### config.mk
export PLATFORM = sky130hd
export DESIGN_NAME = kbd_event_fifo
export DESIGN_NICKNAME = d
export VERILOG_FILES = /design/src/rtl/kbd_pkg.sv /design/src/rtl/kbd_sync_fifo.sv /design/src/rtl/kbd_event_fifo.sv
export SDC_FILE = /design/constraint.sdc
export NUM_CORES = 1
export LEC_CHECK = 0
export CAP_MARGIN = 0
export CORE_AREA = 2 2 118 120
export CTS_BUF_LIST = sky130_fd_sc_hd__clkbuf_2
export CTS_CLUSTER_SIZE = 16
export DETAILED_ROUTE_END_ITERATION = 8
export DIE_AREA = 0 0 120 122
export PLACE_DENSITY = 0.72
export SLEW_MARGIN = 0
export SYNTH_ARGS = -nofsm -noshare
export SYNTH_HDL_FRONTEND = slang
export SYNTH_SLANG_ARGS = --single-unit
### constraint.sdc
create_clock -name clk25 -period 3.7 [get_ports clk25]
set_input_delay 0.74 -clock clk25 [delete_from_list [all_inputs] [get_ports clk25]]
set_output_delay 0.74 -clock clk25 [all_outputs]
set_load 0.05 [all_outputs]
### src/rtl/kbd_pkg.sv
// kbd_pkg: shared key codes, key FSM state type and default sizing constants
// for the keyboard event FIFO.
package kbd_pkg;

  localparam logic [7:0] KEY_NONE = 8'h00;

  localparam int unsigned DEF_DEPTH     = 16;
  localparam int unsigned DEF_DELAY_CYC = 12500000;
  localparam int unsigned DEF_RATE_CYC  = 2500000;

  typedef enum logic [1:0] {
    IDLE   = 2'd0,
    HELD   = 2'd1,
    REPEAT = 2'd2
  } key_state_e;

endpackage

### src/rtl/kbd_sync_fifo.sv
// kbd_sync_fifo: show-ahead synchronous FIFO; a push into a full FIFO is only
// accepted when a pop frees a slot in the same cycle, otherwise o_drop flags it.
module kbd_sync_fifo import kbd_pkg::*; #(
  parameter int unsigned DEPTH = DEF_DEPTH,
  parameter int unsigned WIDTH = 8
) (
  input  logic                     clk25,
  input  logic                     rst_n,
  input  logic                     i_push,
  input  logic [WIDTH-1:0]         i_pushData,
  input  logic                     i_pop,
  output logic [WIDTH-1:0]         o_rdData,
  output logic                     o_empty,
  output logic                     o_full,
  output logic [$clog2(DEPTH):0]   o_count,
  output logic                     o_drop
);

  localparam int unsigned AW = $clog2(DEPTH);

  logic [WIDTH-1:0] r_mem [DEPTH];
  logic [AW-1:0]    r_wrPtr;
  logic [AW-1:0]    r_rdPtr;
  logic [AW:0]      r_count;

  logic w_empty;
  logic w_full;
  logic w_doPush;
  logic w_doPop;

  assign w_empty  = (r_count == '0);
  assign w_full   = (r_count == (AW+1)'(DEPTH));
  assign w_doPop  = i_pop && !w_empty;
  // When full, a pop is always legal, so it makes room for the push.
  assign w_doPush = i_push && (!w_full || i_pop);

  always_ff @(posedge clk25) begin
    if (!rst_n) begin
      r_wrPtr <= '0;
      r_rdPtr <= '0;
      r_count <= '0;
    end else begin
      if (w_doPush) r_wrPtr <= r_wrPtr + 1'b1;
      if (w_doPop)  r_rdPtr <= r_rdPtr + 1'b1;
      case ({w_doPush, w_doPop})
        2'b10:   r_count <= r_count + 1'b1;
        2'b01:   r_count <= r_count - 1'b1;
        default: r_count <= r_count;
      endcase
    end
  end

  always_ff @(posedge clk25) begin
    if (w_doPush) r_mem[r_wrPtr] <= i_pushData;
  end

  assign o_rdData = w_empty ? '0 : r_mem[r_rdPtr];
  assign o_empty  = w_empty;
  assign o_full   = w_full;
  assign o_count  = r_count;
  assign o_drop   = i_push && !w_doPush;

endmodule

### src/rtl/kbd_event_fifo.sv
// kbd_event_fifo: qualifies an asynchronous key code, turns presses into events
// and queues them; define KBD_REPEAT_EN to add the auto-repeat state and counters.
module kbd_event_fifo import kbd_pkg::*; #(
  parameter int unsigned DEPTH     = DEF_DEPTH,
  parameter int unsigned DELAY_CYC = DEF_DELAY_CYC,
  parameter int unsigned RATE_CYC  = DEF_RATE_CYC
) (
  input  logic                   clk25,
  input  logic                   rst_n,
  input  logic [7:0]             ascii,
  input  logic                   rd_en,
  output logic [7:0]             rd_data,
  output logic                   empty,
  output logic                   full,
  output logic [$clog2(DEPTH):0] count,
  output logic                   overflow,
  input  logic                   clr_ovf
);

`ifdef KBD_REPEAT_EN
  localparam int unsigned DLY_W  = $clog2(DELAY_CYC + 1);
  localparam int unsigned RATE_W = $clog2(RATE_CYC + 1);
  localparam logic [DLY_W-1:0]  DLY_LAST  = DLY_W'(DELAY_CYC - 1);
  localparam logic [RATE_W-1:0] RATE_LAST = RATE_W'(RATE_CYC - 1);

  logic [DLY_W-1:0]  r_delayCnt;
  logic [RATE_W-1:0] r_rateCnt;
`endif

  logic [7:0]  r_s1;
  logic [7:0]  r_s2;
  logic [7:0]  r_codeQ;
  key_state_e  r_state;
  logic        r_push;
  logic [7:0]  r_pushData;
  logic        r_overflow;

  logic        w_load;
  logic        w_press;
  logic        w_drop;

  // A code is trusted only once both synchroniser stages agree on it.
  assign w_load  = (r_s1 == r_s2) && (r_s2 != r_codeQ);
  assign w_press = w_load && (r_s2 != KEY_NONE);

  always_ff @(posedge clk25) begin
    if (!rst_n) begin
      r_s1    <= KEY_NONE;
      r_s2    <= KEY_NONE;
      r_codeQ <= KEY_NONE;
    end else begin
      r_s1 <= ascii;
      r_s2 <= r_s1;
      if (w_load) r_codeQ <= r_s2;
    end
  end

  always_ff @(posedge clk25) begin
    if (!rst_n) begin
      r_state    <= IDLE;
      r_push     <= 1'b0;
      r_pushData <= KEY_NONE;
`ifdef KBD_REPEAT_EN
      r_delayCnt <= '0;
      r_rateCnt  <= '0;
`endif
    end else begin
      r_push <= 1'b0;
      if (w_load) begin
        r_state <= w_press ? HELD : IDLE;
        r_push  <= w_press;
        if (w_press) r_pushData <= r_s2;
`ifdef KBD_REPEAT_EN
        r_delayCnt <= '0;
        r_rateCnt  <= '0;
`endif
      end else begin
        case (r_state)
`ifdef KBD_REPEAT_EN
          HELD: begin
            if (r_delayCnt == DLY_LAST) begin
              r_state    <= REPEAT;
              r_push     <= 1'b1;
              r_pushData <= r_codeQ;
              r_delayCnt <= '0;
              r_rateCnt  <= '0;
            end else begin
              r_delayCnt <= r_delayCnt + 1'b1;
            end
          end
          REPEAT: begin
            if (r_rateCnt == RATE_LAST) begin
              r_push     <= 1'b1;
              r_pushData <= r_codeQ;
              r_rateCnt  <= '0;
            end else begin
              r_rateCnt <= r_rateCnt + 1'b1;
            end
          end
`endif
          default: r_state <= r_state;
        endcase
      end
    end
  end

  kbd_sync_fifo #(
    .DEPTH (DEPTH),
    .WIDTH (8)
  ) u_fifo (
    .clk25      (clk25),
    .rst_n      (rst_n),
    .i_push     (r_push),
    .i_pushData (r_pushData),
    .i_pop      (rd_en),
    .o_rdData   (rd_data),
    .o_empty    (empty),
    .o_full     (full),
    .o_count    (count),
    .o_drop     (w_drop)
  );

  // A drop in the same cycle as a clear must leave the flag set.
  always_ff @(posedge clk25) begin
    if (!rst_n) begin
      r_overflow <= 1'b0;
    end else if (w_drop) begin
      r_overflow <= 1'b1;
    end else if (clr_ovf) begin
      r_overflow <= 1'b0;
    end
  end

  assign overflow = r_overflow;

endmodule

# [Word level (Yosys, flattened, before mapping)]
# Memory sizes are Yosys's and may differ from the RTL's. A register that Yosys moved wholly into a read port is not among the register bits.
# Cells that the tools add are included.
[classes] n_eq_ne=5 add_sub_neg=4 muxes=8 reduce_logical=15
[op_table] op="$pmux W5 S2" count=1
[op_table] op="$add A4 B1 Y4 const B" count=2
[op_table] op="$eq A8 B8 Y1" count=1
[op_table] op="$mux W4" count=2
[op_table] op="$mux W8" count=1
[op_table] op="$ne A8 B8 Y1" count=1
[op_table] op="$reduce_bool A8 Y1" count=1
[op_table] op="$add A5 B1 Y5 const B" count=1
[op_table] op="$eq A5 B5 Y1 const B" count=1
[op_table] op="$logic_and A1 B1 Y1" count=5
[op_table] op="$logic_not A5 Y1" count=1
[op_table] op="$sub A5 B1 Y5 const B" count=1
[op_table] op="$mux W1" count=4
[op_table] op="$reduce_and A2 Y1" count=2
[op_table] op="$reduce_bool A2 Y1" count=2
[op_table] op="$logic_not A1 Y1" count=3
[op_table] op="$eq A2 B1 Y1 const B" count=1
[op_table] op="$eq A2 B2 Y1 const B" count=1
[op_table] op="$logic_or A1 B1 Y1" count=1
[totals] in_bits=12 memories=1 ramBits=128 elab_cells=42 register_bits=47 output_inout_bits=16
[memory_table] name="u_fifo.r_mem" depth=16 width=8 rd=1 rd_clocked_by_memory_dff=1 write_ports=1 line="kbd_sync_fifo.sv:21" text="logic [WIDTH-1:0] r_mem [DEPTH];"

# [Depth between registers and ports, before layout]
# Gate-level depths: netlist of the first run.
[logic_depth] ltp_word=7 depth_mapped=12 depth_no_buf=11

# [Hierarchy]
# Synthesis of the first run repeated with hierarchy kept, for this count alone.
[unflattened] hier_cells=459 area_unflattened_um2=7268.2
[by_module_without_submodules] mod="kbd_sync_fifo" seq_area_each_um2=4184.0 n_inst=1 area_each_um2=5967.0 cells_per_inst=337
[by_module_without_submodules] mod="kbd_event_fifo" seq_area_each_um2=680.7 n_inst=1 area_each_um2=1301.2 cells_per_inst=122

# [Worst setup path after synthesis of the first run]
# No wires, ideal clock.
[synth_timing] path_kind="register to output" from="register u_fifo.r_count[1] (netlist: u_fifo.o_count[1])" to="output rd_data[0]" n_path_buf=2 path_stages_with_launch=6 t_required_ps=2960 arrival_time_ps=2430 slack_ps=530 cell_sequence="dfxtp_1 > clkbuf_1 > nor4_2 > and2_1 > clkbuf_1 > nor2b_1"
[synth_via] elab_chain_len=2
[synth_rtl] item="from (decl)" line="kbd_sync_fifo.sv:24" text="logic [AW:0] r_count;"
[synth_rtl] item="from (signal assigned)" line="kbd_sync_fifo.sv:46" text="2'b10: r_count <= r_count + 1'b1;"
[synth_rtl] item="from (signal assigned)" line="kbd_sync_fifo.sv:47" text="2'b01: r_count <= r_count - 1'b1;"
[synth_rtl] item="from (signal assigned)" line="kbd_sync_fifo.sv:48" text="default: r_count <= r_count;"
[synth_rtl] item="$logic_not A5 Y1" line="kbd_sync_fifo.sv:31" text="assign w_empty = (r_count == '0);"
[synth_rtl] item="net empty" line="kbd_event_fifo.sv:13" text="output logic empty,"
[synth_rtl] item="$mux W8" line="kbd_sync_fifo.sv:57" text="assign o_rdData = w_empty ? '0 : r_mem[r_rdPtr];"
[synth_rtl] item="to (decl)" line="kbd_event_fifo.sv:12" text="output logic [7:0] rd_data,"
# The timed path passes the listed nets, and every way through them passes these cells.

==> results of run 1 <==
-- flip-flops by register name (all words and copies together) (netlist names), named ones only --
signal / flops
r_s2: 8
r_push: 1
u_fifo.o_count: 5
u_fifo.r_rdPtr: 4
r_s1: 8
u_fifo.r_mem: 128
overflow: 1
r_codeQ: 8
u_fifo.r_wrPtr: 4
r_pushData: 8
-- worst max-delay path: cells and delay by family (launching register included) --
kind / cells / cell delay, ns
and+or+nand+nor: 1 / 0.16
DFF: 1 / 0.43
muxes: 2 / 1.10
buffers and inverters: 2 / 0.41
-- cells in the mapped netlist --
cell / number
a221oi_1: 1
a31oi_2: 1
nor2b_4: 1
o22ai_1: 2
a21oi_1: 4
nor2b_1: 20
mux2i_1: 10
nor2_1: 13
nor4_2: 1
mux4_2: 22
or3_1: 2
nand3_1: 10
xnor2_1: 16
and2_1: 24
inv_1: 8
buf_6: 2
nand2b_1: 6
ha_1: 9
nand2_1: 16
a211o_1: 1
nor3_1: 4
nor4_1: 4
a211oi_4: 1
mux4_1: 18
nand4_1: 4
dfxtp_1: 51
edfxtp_1: 128
buf_1: 4
xor2_1: 10
o21ai_0: 12
clkbuf_1: 12
a21boi_0: 3
a21o_1: 1
a22oi_1: 1
buf_12: 3
a21boi_4: 1
-- what timing repair did --
action	4_1_cts	5_1_grt
setup endpoints to repair	9	7
setup buffers	3	2
resized for setup	2	1
-- power by group through the flow --
stage,logic (mW),clock network [mW],registers (mW)
floorplan,0.219,0,2.20
global placement,0.280,0,2.21
detailed placement,0.283,0,2.21
CTS,0.290,0.850,2.16
global route,0.309,0.923,2.16
finish,0.290,0.820,2.16
-- worst paths after layout --
| check | startpoint | endpoint | cells past startpoint | slack (ns) |
|---|---|---|---|---|
| min | r_s1[4] | r_s2[4] | 1 | 0.48 |
| max reg2reg | u_fifo.o_count[1] | u_fifo.o_count[4] | 11 | 0.89 |
| max | flip-flop | rd_data[1] | 5 | 0.16 |
| min reg2reg | r_s1[4] | r_s2[4] | 1 | 0.48 |
-- routing by layer --
layer / part of all wire (%) / global-route usage [%] / vias to the layer above
met3: 5.5 / 4.03 / 13
met2: 50 / 31.5 / 94
li1: - / - / 1701
met5: 0 / 0 / -
met1: 42 / 24.4 / 1792
met4: 1.6 / 7.72 / 0
-- cells by family after synthesis --
group,synth area share [%]
compound gates,2.75
xor+xnor,3.15
fa+ha+maj,1.56
buf+inv,2.39
flops,67.3
mux,14.8
simple gates,8.03
-- through the flow --
stage	worst slack (ns)	total power, mW	cells
floorplan	0.530	2.42	426
global placement	0.583	2.49	622
finish	0.163	3.27	658
global route	-0.0177	3.40	658
detailed placement	0.483	2.49	622
CTS	0.0208	3.30	655
-- cell type report --
class / instances / area [um^2]
clock inverter: 8 / 63.8
clock buffer: 22 / 110
inverter: 8 / 30.0
timing repair buffer: 42 / 374
fill: 1044 / 5650
antenna: 1 / 2.50
sequential: 179 / 4870
multi-input combinational: 218 / 2180
tap: 180 / 225
==> flow_metrics.py, run 1 <==
metrics = {
    "outcome": {
        "outcome": "finished, final reports clean",
    },
    "clocking": {
        "worstSkewPairLatency_ns": 0.70,
        "h-tree-depth": 4,
        "cts_inserted_buffers": 17,
        "tritoncts": "yes",
        "cts.reportedPaths.clkPinSlew_ns": 0.22,
        "clock_tree_buffer_depth": 2,
        "number_of_clock_sinks_seen_by_cts": 179,
        "postCtsHoldBufs": 0,
        "ctsRootBufferMaster": "clkbuf_2",
    },
    "sta": {
        "max_freq_ghz": 0.283,
        "totalNegativeSetupSlack_ns": 0,
        "post-route-min-period_ns": 3.54,
        "max_slew_headroom_pct": 42.9,
        "worst_pin_slew_ns": 0.854,
        "hold_violations": 0,
        "period_share_pct": 95.6,
        "rsz_0062_raised_after_global_routing": "yes",
        "final-max-slew-violation-count": 0,
        "finalSetupViolCount": 0,
        "final.setup_skew_ns": 0.0341,
        "whs_ns": 0.475,
    },
    "critical_path": {
        "crit_path_max_incr_delay_ns": 0.63,
        "worstPathCellList": "buf_12 > mux4_1 > mux4_2 > nor2b_1 > buf_4",
        "critical_path_peak_fanout": 19,
        "required_ns": 2.96,
        "criticalPathCategory": "reg -> out",
        "critPathCaptureType": "output port",
        "crit_path_start_kind": "flip-flop",
        "worst_ep_arrival_time_ns": 2.80,
        "cp_slowest_cell": "mux4_1",
    },
    "route": {
        "detail_route.first_pass.iterations": 4,
        "drc_errors": 0,
        "route.detailed.wl_per_inst_um": 19.5,
        "detail_route.vias_per_cell": 5.47,
        "detail_route.iter0.violations": 280,
        "route.vias.total": 3600,
        "postRouteWirelength_mm": 12.8,
        "post_drt_antenna_nets": 0,
    },
    "floorplanning": {
        "placement_rows": 43,
        "placeableCoreArea_um2": 13500,
        "die_height_um": 122,
        "die_w_um": 120,
        "top_level_ports": 28,
        "die_area_um2": 14600,
        "initial_core_utilization_pct": 53.5,
    },
    "yosys": {
        "post_synth_instance_area_um2": 7230,
        "synth-warning-count": 0,
        "synth.top_cell.area_share_pct": 53.2,
        "synth_top_cells_by_area": "edfxtp_1, dfxtp_1, mux4_2, mux4_1, and2_1",
        "synth_top_cell_by_area": "edfxtp_1",
        "ys_types": 36,
        "ys_ff_latch": 179,
        "syn_avg_cell_area_um2": 17.0,
        "ys_seq_area_share_pct": 67.3,
        "synthesis.instances": 426,
        "synth_fp_nets": 447,
    },
    "final_layout": {
        "mostFrequentLayoutCell": "edfxtp_1",
        "fin_util_pct": 58.2,
        "mostFrequentLayoutCells": "edfxtp_1, dfxtp_1, and2_1",
        "layout.nets": 487,
        "layout_cell_share_with_drive_strength_beyond_1_pct": 16.4,
        "area.growth.synth_to_final_pct": 8.76,
        "final_design_area_no_fill_um2": 7860,
    },
    "power_and_ir_drop": {
        "clock_power_share_pct": 25.1,
        "cellInternalPower_mw": 2.51,
        "netSwitchingFraction_pct": 23.3,
        "power_density_cells_nw_per_um2": 416,
        "p_comb_share_pct": 8.9,
        "power.share.sequential_pct": 66.1,
        "cellLeakagePower_nw": 2.41,
        "switching_component_of_the_power_uw": 763,
        "max-vdd-ir-drop_mv": 0.186,
    },
    "global_route": {
        "grt_first_pass_wirelength_mm": 20.0,
        "grt.total_usage_pct": 18.9,
        "pin_count_of_the_biggest_net_entering_global_routing": 42,
        "antenna_found_initial": 1,
        "grt_pass1_vias": 3589,
        "gr_overflow_total": 0,
    },
    "placement": {
        "detailedPlacementHpwl_mm": 8.41,
        "post_dp_cell_area_um2": 7650,
        "globalplace.congestion": 0.746,
        "numPortBuffers": 27,
    },
    "worst_hold_path": {
        "hold_class": "reg -> reg",
    },
    "flow_run": {
        "count_of_max_cap_constraint_violations": 0,
    },
}
No activity file was read; power rests on OpenSTA's default activity.
==> run 2, diff against run 1 <==
Settings changed: GPL_TIMING_DRIVEN set to 0.
==> run 2 against run 1 <==
Against the previous run: wire length is 4.5% higher; sequential share of layout area fell by 1.3 points; register-to-register slack worse by 0.29 ns; worst hold slack worse by 0.067 ns; final cell count grew 1.1%; critical path depth increased by 1; sequential cell count is the same; worst setup slack worse by 0.015 ns; clock-buffer cell count is 5 lower; non-clock buffer count grew 5; critical endpoint is now rd_data[4]; largest cell class unchanged; largest power group unchanged.
==> flow_metrics.py, run 2 (synthesis results as in run 1) <==
metrics = {
    "critical_path": {
        "crit_path_start_kind": "flip-flop",
        "launch_point_of_the_worst_reg_to_reg_path": "u_fifo.o_count[1]",
        "worst_ep_arrival_time_ns": 2.81,
        "critical_path_peak_fanout": 6,
        "r2r_slack_ns": 0.60,
        "required_ns": 2.96,
        "worstReg2RegEnd": "u_fifo.o_count[4]",
        "critPathCaptureType": "output port",
        "rr_worst_depth": 12,
        "criticalPathCategory": "reg -> out",
    },
    "power_and_ir_drop": {
        "power.share.sequential_pct": 58.7,
        "max-vdd-ir-drop_mv": 0.251,
        "clock_power_share_pct": 32.9,
        "netSwitchingFraction_pct": 22.4,
        "p_comb_share_pct": 8.3,
        "switching_component_of_the_power_uw": 822,
        "cellLeakagePower_nw": 2.48,
        "cellInternalPower_mw": 2.85,
        "power_density_cells_nw_per_um2": 458,
    },
    "sta": {
        "rsz_0062_raised_after_global_routing": "no",
        "period_share_pct": 96.0,
        "finalSetupViolCount": 0,
        "worst_pin_slew_ns": 1.32,
        "final-max-slew-violation-count": 0,
        "totalNegativeSetupSlack_ns": 0,
        "max_slew_headroom_pct": 11.5,
        "hold_violations": 0,
        "final.setup_skew_ns": 0.0327,
        "post-route-min-period_ns": 3.55,
        "setup_ws_ns": 0.149,
        "max_freq_ghz": 0.282,
    },
    "route": {
        "detail_route.wirelength.met1_mm": 5.61,
        "postRouteWirelength_mm": 13.4,
        "highest-signal-layer": "met4",
        "detailroute.wirelength.met2_mm": 6.81,
        "detail_route.iter0.violations": 374,
        "route.vias.total": 3687,
        "met3WireLength_um": 748,
        "route.detailed.wl_per_inst_um": 20.1,
        "detail_route.first_pass.iterations": 5,
        "detail_route.vias_per_cell": 5.54,
        "post_drt_antenna_nets": 0,
        "drc_errors": 0,
    },
    "final_layout": {
        "layout_cell_share_with_drive_strength_beyond_1_pct": 17.6,
        "layout.nets": 492,
        "fin_util_pct": 59.4,
        "mostFrequentLayoutCell": "edfxtp_1",
        "mostFrequentLayoutCells": "edfxtp_1, dfxtp_1, mux4_2",
        "largest_register_ffs": 128,
        "area.growth.synth_to_final_pct": 11.0,
        "max_flop_register": "u_fifo.r_mem",
    },
    "global_route": {
        "pin_count_of_the_biggest_net_entering_global_routing": 18,
        "grt_first_pass_wirelength_mm": 20.8,
        "antenna_found_initial": 1,
        "gr_overflow_total": 0,
        "grt_pass1_vias": 3671,
        "grt.total_usage_pct": 19.7,
    },
    "clocking": {
        "cts_setup_buffers": 0,
        "cts_inserted_buffers": 17,
        "cts.reportedPaths.clkPinSlew_ns": 0.24,
        "worstSkewPairLatency_ns": 0.73,
        "tritoncts": "yes",
        "clock_tree_buffer_depth": 2,
        "h-tree-depth": 4,
        "postCtsHoldBufs": 0,
        "ctsRootBufferMaster": "clkbuf_2",
        "number_of_clock_sinks_seen_by_cts": 179,
    },
    "outcome": {
        "outcome": "finished, final reports clean",
    },
    "floorplanning": {
        "initial_core_utilization_pct": 53.5,
        "die_height_um": 122,
        "die_w_um": 120,
        "die_area_um2": 14600,
        "top_level_ports": 28,
        "placeableCoreArea_um2": 13500,
        "placement_rows": 43,
    },
    "worst_hold_path": {
        "hold_class": "in -> reg",
        "holdCritStartpoint": "rst_n",
        "hold_path_depth": 3,
        "worstHoldEndpoint": "r_pushData[7]",
    },
    "placement": {
        "preCtsSetupSlack_ns": 0.143,
        "numPortBuffers": 26,
        "detailedPlacementHpwl_mm": 8.89,
        "globalplace.congestion": 0.759,
    },
    "flow_run": {
        "count_of_max_cap_constraint_violations": 0,
    },
}
run 2: cell types whose count changed in the layout (fill, tap and decap cells not counted), sizes merged:
| cell | previous run | this run |
|---|---|---|
| clkinvlp | 1 | 0 |
| clkinv | 6 | 4 |
| bufinv | 1 | 6 |
| dlygate4sd2 | 1 | 0 |
| clkdlybuf4s50 | 18 | 16 |
| clkbuf | 22 | 30 |
| buf | 23 | 16 |
| clkdlybuf4s15 | 0 | 1 |
| inv | 8 | 13 |
| dlymetal6s2s | 0 | 1 |
run 2: final cells by class:
| cell class | instances | area, um^2 |
|---|---|---|
| multi-input combinational | 218 | 2160 |
| clock buffer | 17 | 85.1 |
| fill | 1047 | 5480 |
| buffer | 20 | 146 |
| inverter | 8 | 30.0 |
| clock inverter | 15 | 234 |
| timing repair buffer | 27 | 272 |
| sequential | 179 | 4870 |
| antenna | 1 | 2.50 |
| tap | 180 | 225 |
run 2: worst max path at each step:
stage / end / slack, ns / depth (start not counted)
CTS: rd_data[1] / -0.008 / 6
detailed placement: u_fifo.o_count[4] / 0.14 / 11
floorplan: rd_data[0] / 0.53 / 5
finish: rd_data[4] / 0.15 / 6
global placement: rd_data[6] / 0.19 / 5
global route: rd_data[0] / 0.0001 / 5
run 2: what timing repair did:
| action | CTS | global route |
|---|---|---|
| gates resized for setup | 48 | 21 |
| gates cloned | 0 | 1 |
| setup endpoints to repair | 9 | 10 |
run 2: power groups by stage:
stage	Combinational, mW	Clock (mW)	Sequential, mW
after global routing	0.328	1.32	2.16
after floorplan	0.219	0	2.20
after CTS	0.295	1.24	2.16
final	0.307	1.21	2.16
after global placement	0.301	0	2.20
after detailed placement	0.306	0	2.20
run 2: per-layer routing:
metal / track usage (%) / vias up
met4: 7.06 / 0
met5: 0 / -
met3: 5.01 / 14
li1: - / 1711
met1: 25.8 / 1843
met2: 32.2 / 119
run 2: critical path, stage by stage (launching register included):
cell and delay, ns:
dfxtp_2 0.39, buf_8 0.14, clkbuf_16 0.16, mux4_2 0.54
mux4_2 0.48, nor2b_1 0.14, buf_2 0.22
run 2: through the flow:
step	total power, mW	cell area (um^2)	cells	hold slack (ns)
2_1_floorplan	2.42	7230	426	0.451
3_3_place_gp	2.50	7710	632	0.460
3_5_place_dp	2.51	7710	632	0.468
4_1_cts	3.70	8000	664	0.349
5_1_grt	3.81	8020	665	0.339
6_report	3.68	8020	665	0.408
==> run 3, diff against run 2 <==
Settings changed: CORE_AREA 2 2 118 120 to 2 2 111 113, DIE_AREA 0 0 120 122 to 0 0 113 115, PLACE_DENSITY 0.72 to 0.8.
==> run 3 against run 2 <==
Against the previous run: the run now ends with DRC left; core utilization grew 7.3 points; final cell count fell by 5.1%; first-iteration DRC count fell by 10%; clock skew rose by 0.0017 ns; critical path type unchanged.
==> flow_metrics.py, run 3 (synthesis results as in run 1) <==
metrics = {
    "sta": {
        "post-route-min-period_ns": 3.61,
        "worst_pin_slew_ns": 1.30,
        "finalSetupViolCount": 0,
        "whs_ns": 0.409,
        "period_share_pct": 97.6,
        "final-max-slew-violation-count": 0,
        "max_freq_ghz": 0.277,
        "max_slew_headroom_pct": 12.6,
        "final.setup_skew_ns": 0.0344,
        "totalNegativeSetupSlack_ns": 0,
        "hold_violations": 0,
        "rsz_0062_raised_after_global_routing": "yes",
    },
    "final_layout": {
        "max_flop_register": "u_fifo.r_mem",
        "post_layout_nonfiller_instances": 631,
        "mostFrequentLayoutCell": "edfxtp_1",
        "antennaDiodeCount": 0,
        "largest_register_ffs": 128,
        "mostFrequentLayoutCells": "edfxtp_1, dfxtp_1, mux4_2",
        "layout_cell_share_with_drive_strength_beyond_1_pct": 15.9,
        "area.growth.synth_to_final_pct": 8.94,
        "layout.nets": 492,
        "fin_util_pct": 66.6,
    },
    "critical_path": {
        "worst_ep_arrival_time_ns": 2.87,
        "worstPathCellList": "buf_6 > buf_12 > mux4_1 > mux4_2 > nor2b_4 > buf_2",
        "worstReg2RegEnd": "u_fifo.o_count[4]",
        "cp_slowest_cell": "mux4_1",
        "r2r_slack_ns": 0.59,
        "required_ns": 2.96,
        "crit_path_start_kind": "flip-flop",
        "rr_worst_depth": 11,
        "launch_point_of_the_worst_reg_to_reg_path": "u_fifo.o_count[1]",
        "critical_path_peak_fanout": 10,
        "criticalPathCategory": "reg -> out",
        "crit_path_max_incr_delay_ns": 0.62,
        "critPathCaptureType": "output port",
    },
    "global_route": {
        "grt_first_pass_wirelength_mm": 21.0,
        "antenna_found_initial": 0,
        "grt.total_usage_pct": 22.5,
        "gr_overflow_total": 0,
        "grt_pass1_vias": 3799,
        "pin_count_of_the_biggest_net_entering_global_routing": 18,
    },
    "clocking": {
        "cts_inserted_buffers": 17,
        "cts.reportedPaths.clkPinSlew_ns": 0.22,
        "ctsRootBufferMaster": "clkbuf_2",
        "tritoncts": "yes",
        "worstSkewPairLatency_ns": 0.75,
        "h-tree-depth": 4,
        "cts_setup_buffers": 0,
        "number_of_clock_sinks_seen_by_cts": 179,
        "clock_tree_buffer_depth": 2,
    },
    "power_and_ir_drop": {
        "report.power.total_mw": 3.44,
        "power_density_cells_nw_per_um2": 437,
        "max-vdd-ir-drop_mv": 0.230,
        "cellLeakagePower_nw": 2.42,
    },
    "worst_hold_path": {
        "worstHoldEndpoint": "r_pushData[0]",
        "hold_class": "in -> reg",
        "holdCritStartpoint": "rst_n",
        "hold_path_depth": 3,
    },
    "floorplanning": {
        "placement_rows": 40,
        "die_area_um2": 13000,
        "initial_core_utilization_pct": 61.2,
        "die_height_um": 115,
        "die_w_um": 113,
        "placeableCoreArea_um2": 11800,
        "top_level_ports": 28,
    },
    "flow_run": {
        "count_of_max_cap_constraint_violations": 0,
    },
    "route": {
        "route.detailed.wl_per_inst_um": 21.6,
        "postRouteWirelength_mm": 13.6,
        "detail_route.first_pass.iterations": 6,
        "detail_route.vias_per_cell": 5.94,
        "post_drt_antenna_nets": 0,
        "drc_errors": 2,
        "route.vias.total": 3747,
        "detail_route.iter0.violations": 336,
    },
    "placement": {
        "numPlacedInstances": 599,
        "numPortBuffers": 26,
        "detailedPlacementHpwl_mm": 9.03,
        "globalplace.congestion": 0.773,
    },
    "outcome": {
        "outcome": "finished with violations",
        "failed_checks": "DRC",
    },
}
==> run 3: cell count changes in the layout (fill, tap and decap cells not counted), sizes merged <==
cell / before / now
diode: 1 / 0
bufinv: 6 / 3
dlymetal6s2s: 1 / 0
clkinv: 4 / 5
buf: 16 / 18
clkdlybuf4s50: 16 / 17
==> run 3: worst max-delay path by stage <==
| stage | startpoint | endpoint | slack [ns] | cells after the start |
|---|---|---|---|---|
| final | flip-flop | rd_data[7] | 0.09 | 6 |
| after CTS | flip-flop | rd_data[6] | -0.1 | 6 |
| after global placement | flip-flop | rd_data[5] | 0.20 | 5 |
| after floorplan | u_fifo.o_count[1] | rd_data[0] | 0.53 | 5 |
| after global routing | flip-flop | rd_data[2] | -0.02 | 6 |
| after detailed placement | rd_en | u_fifo.o_count[4] | 0.13 | 11 |
==> run 3: cell type report <==
class	count	area, um^2
flip-flops and latches	179	4870
fillers	813	3940
multi-input cells	218	2180
repair buffers	27	233
well taps	147	184
plain buffers	20	143
clock inverters	13	139
clock buffers	19	95.1
inverters	8	30.0
==> run 3: timing repair <==
action,4_1_cts,5_1_grt
resized for setup,44,8
hold buffers,0,0
setup endpoints to repair,9,9
==> run 3: power by group <==
part | switching, mW | internal (mW)
clock network | 0.617 | 0.372
registers | 0.0189 | 2.14
logic | 0.166 | 0.125
total | 0.802 | 2.64
==> run 3: metrics by stage <==
| stage | setup WS, ns | cell area, um^2 |
|---|---|---|
| 2_1_floorplan | 0.530 | 7230 |
| 4_1_cts | -0.0979 | 7880 |
| 6_report | 0.0899 | 7870 |
| 3_3_place_gp | 0.200 | 7670 |
| 5_1_grt | -0.0170 | 7870 |
| 3_5_place_dp | 0.132 | 7670 |
==> run 3: routing by layer <==
layer	wire, um	share of wire, %	GRT usage, %
met2	6950	51	37.8
met3	662	4.9	6.17
met1	5680	42	27.9
met4	325	2.4	9.43
met5	0	0	0
==> run 3: worst max-delay path: cells and delay by family, from the launching register on <==
family | cells | cell delay, ns
mux | 2 | 1.11
simple gates | 1 | 0.14
flops | 1 | 0.37
buf+inv | 3 | 0.50
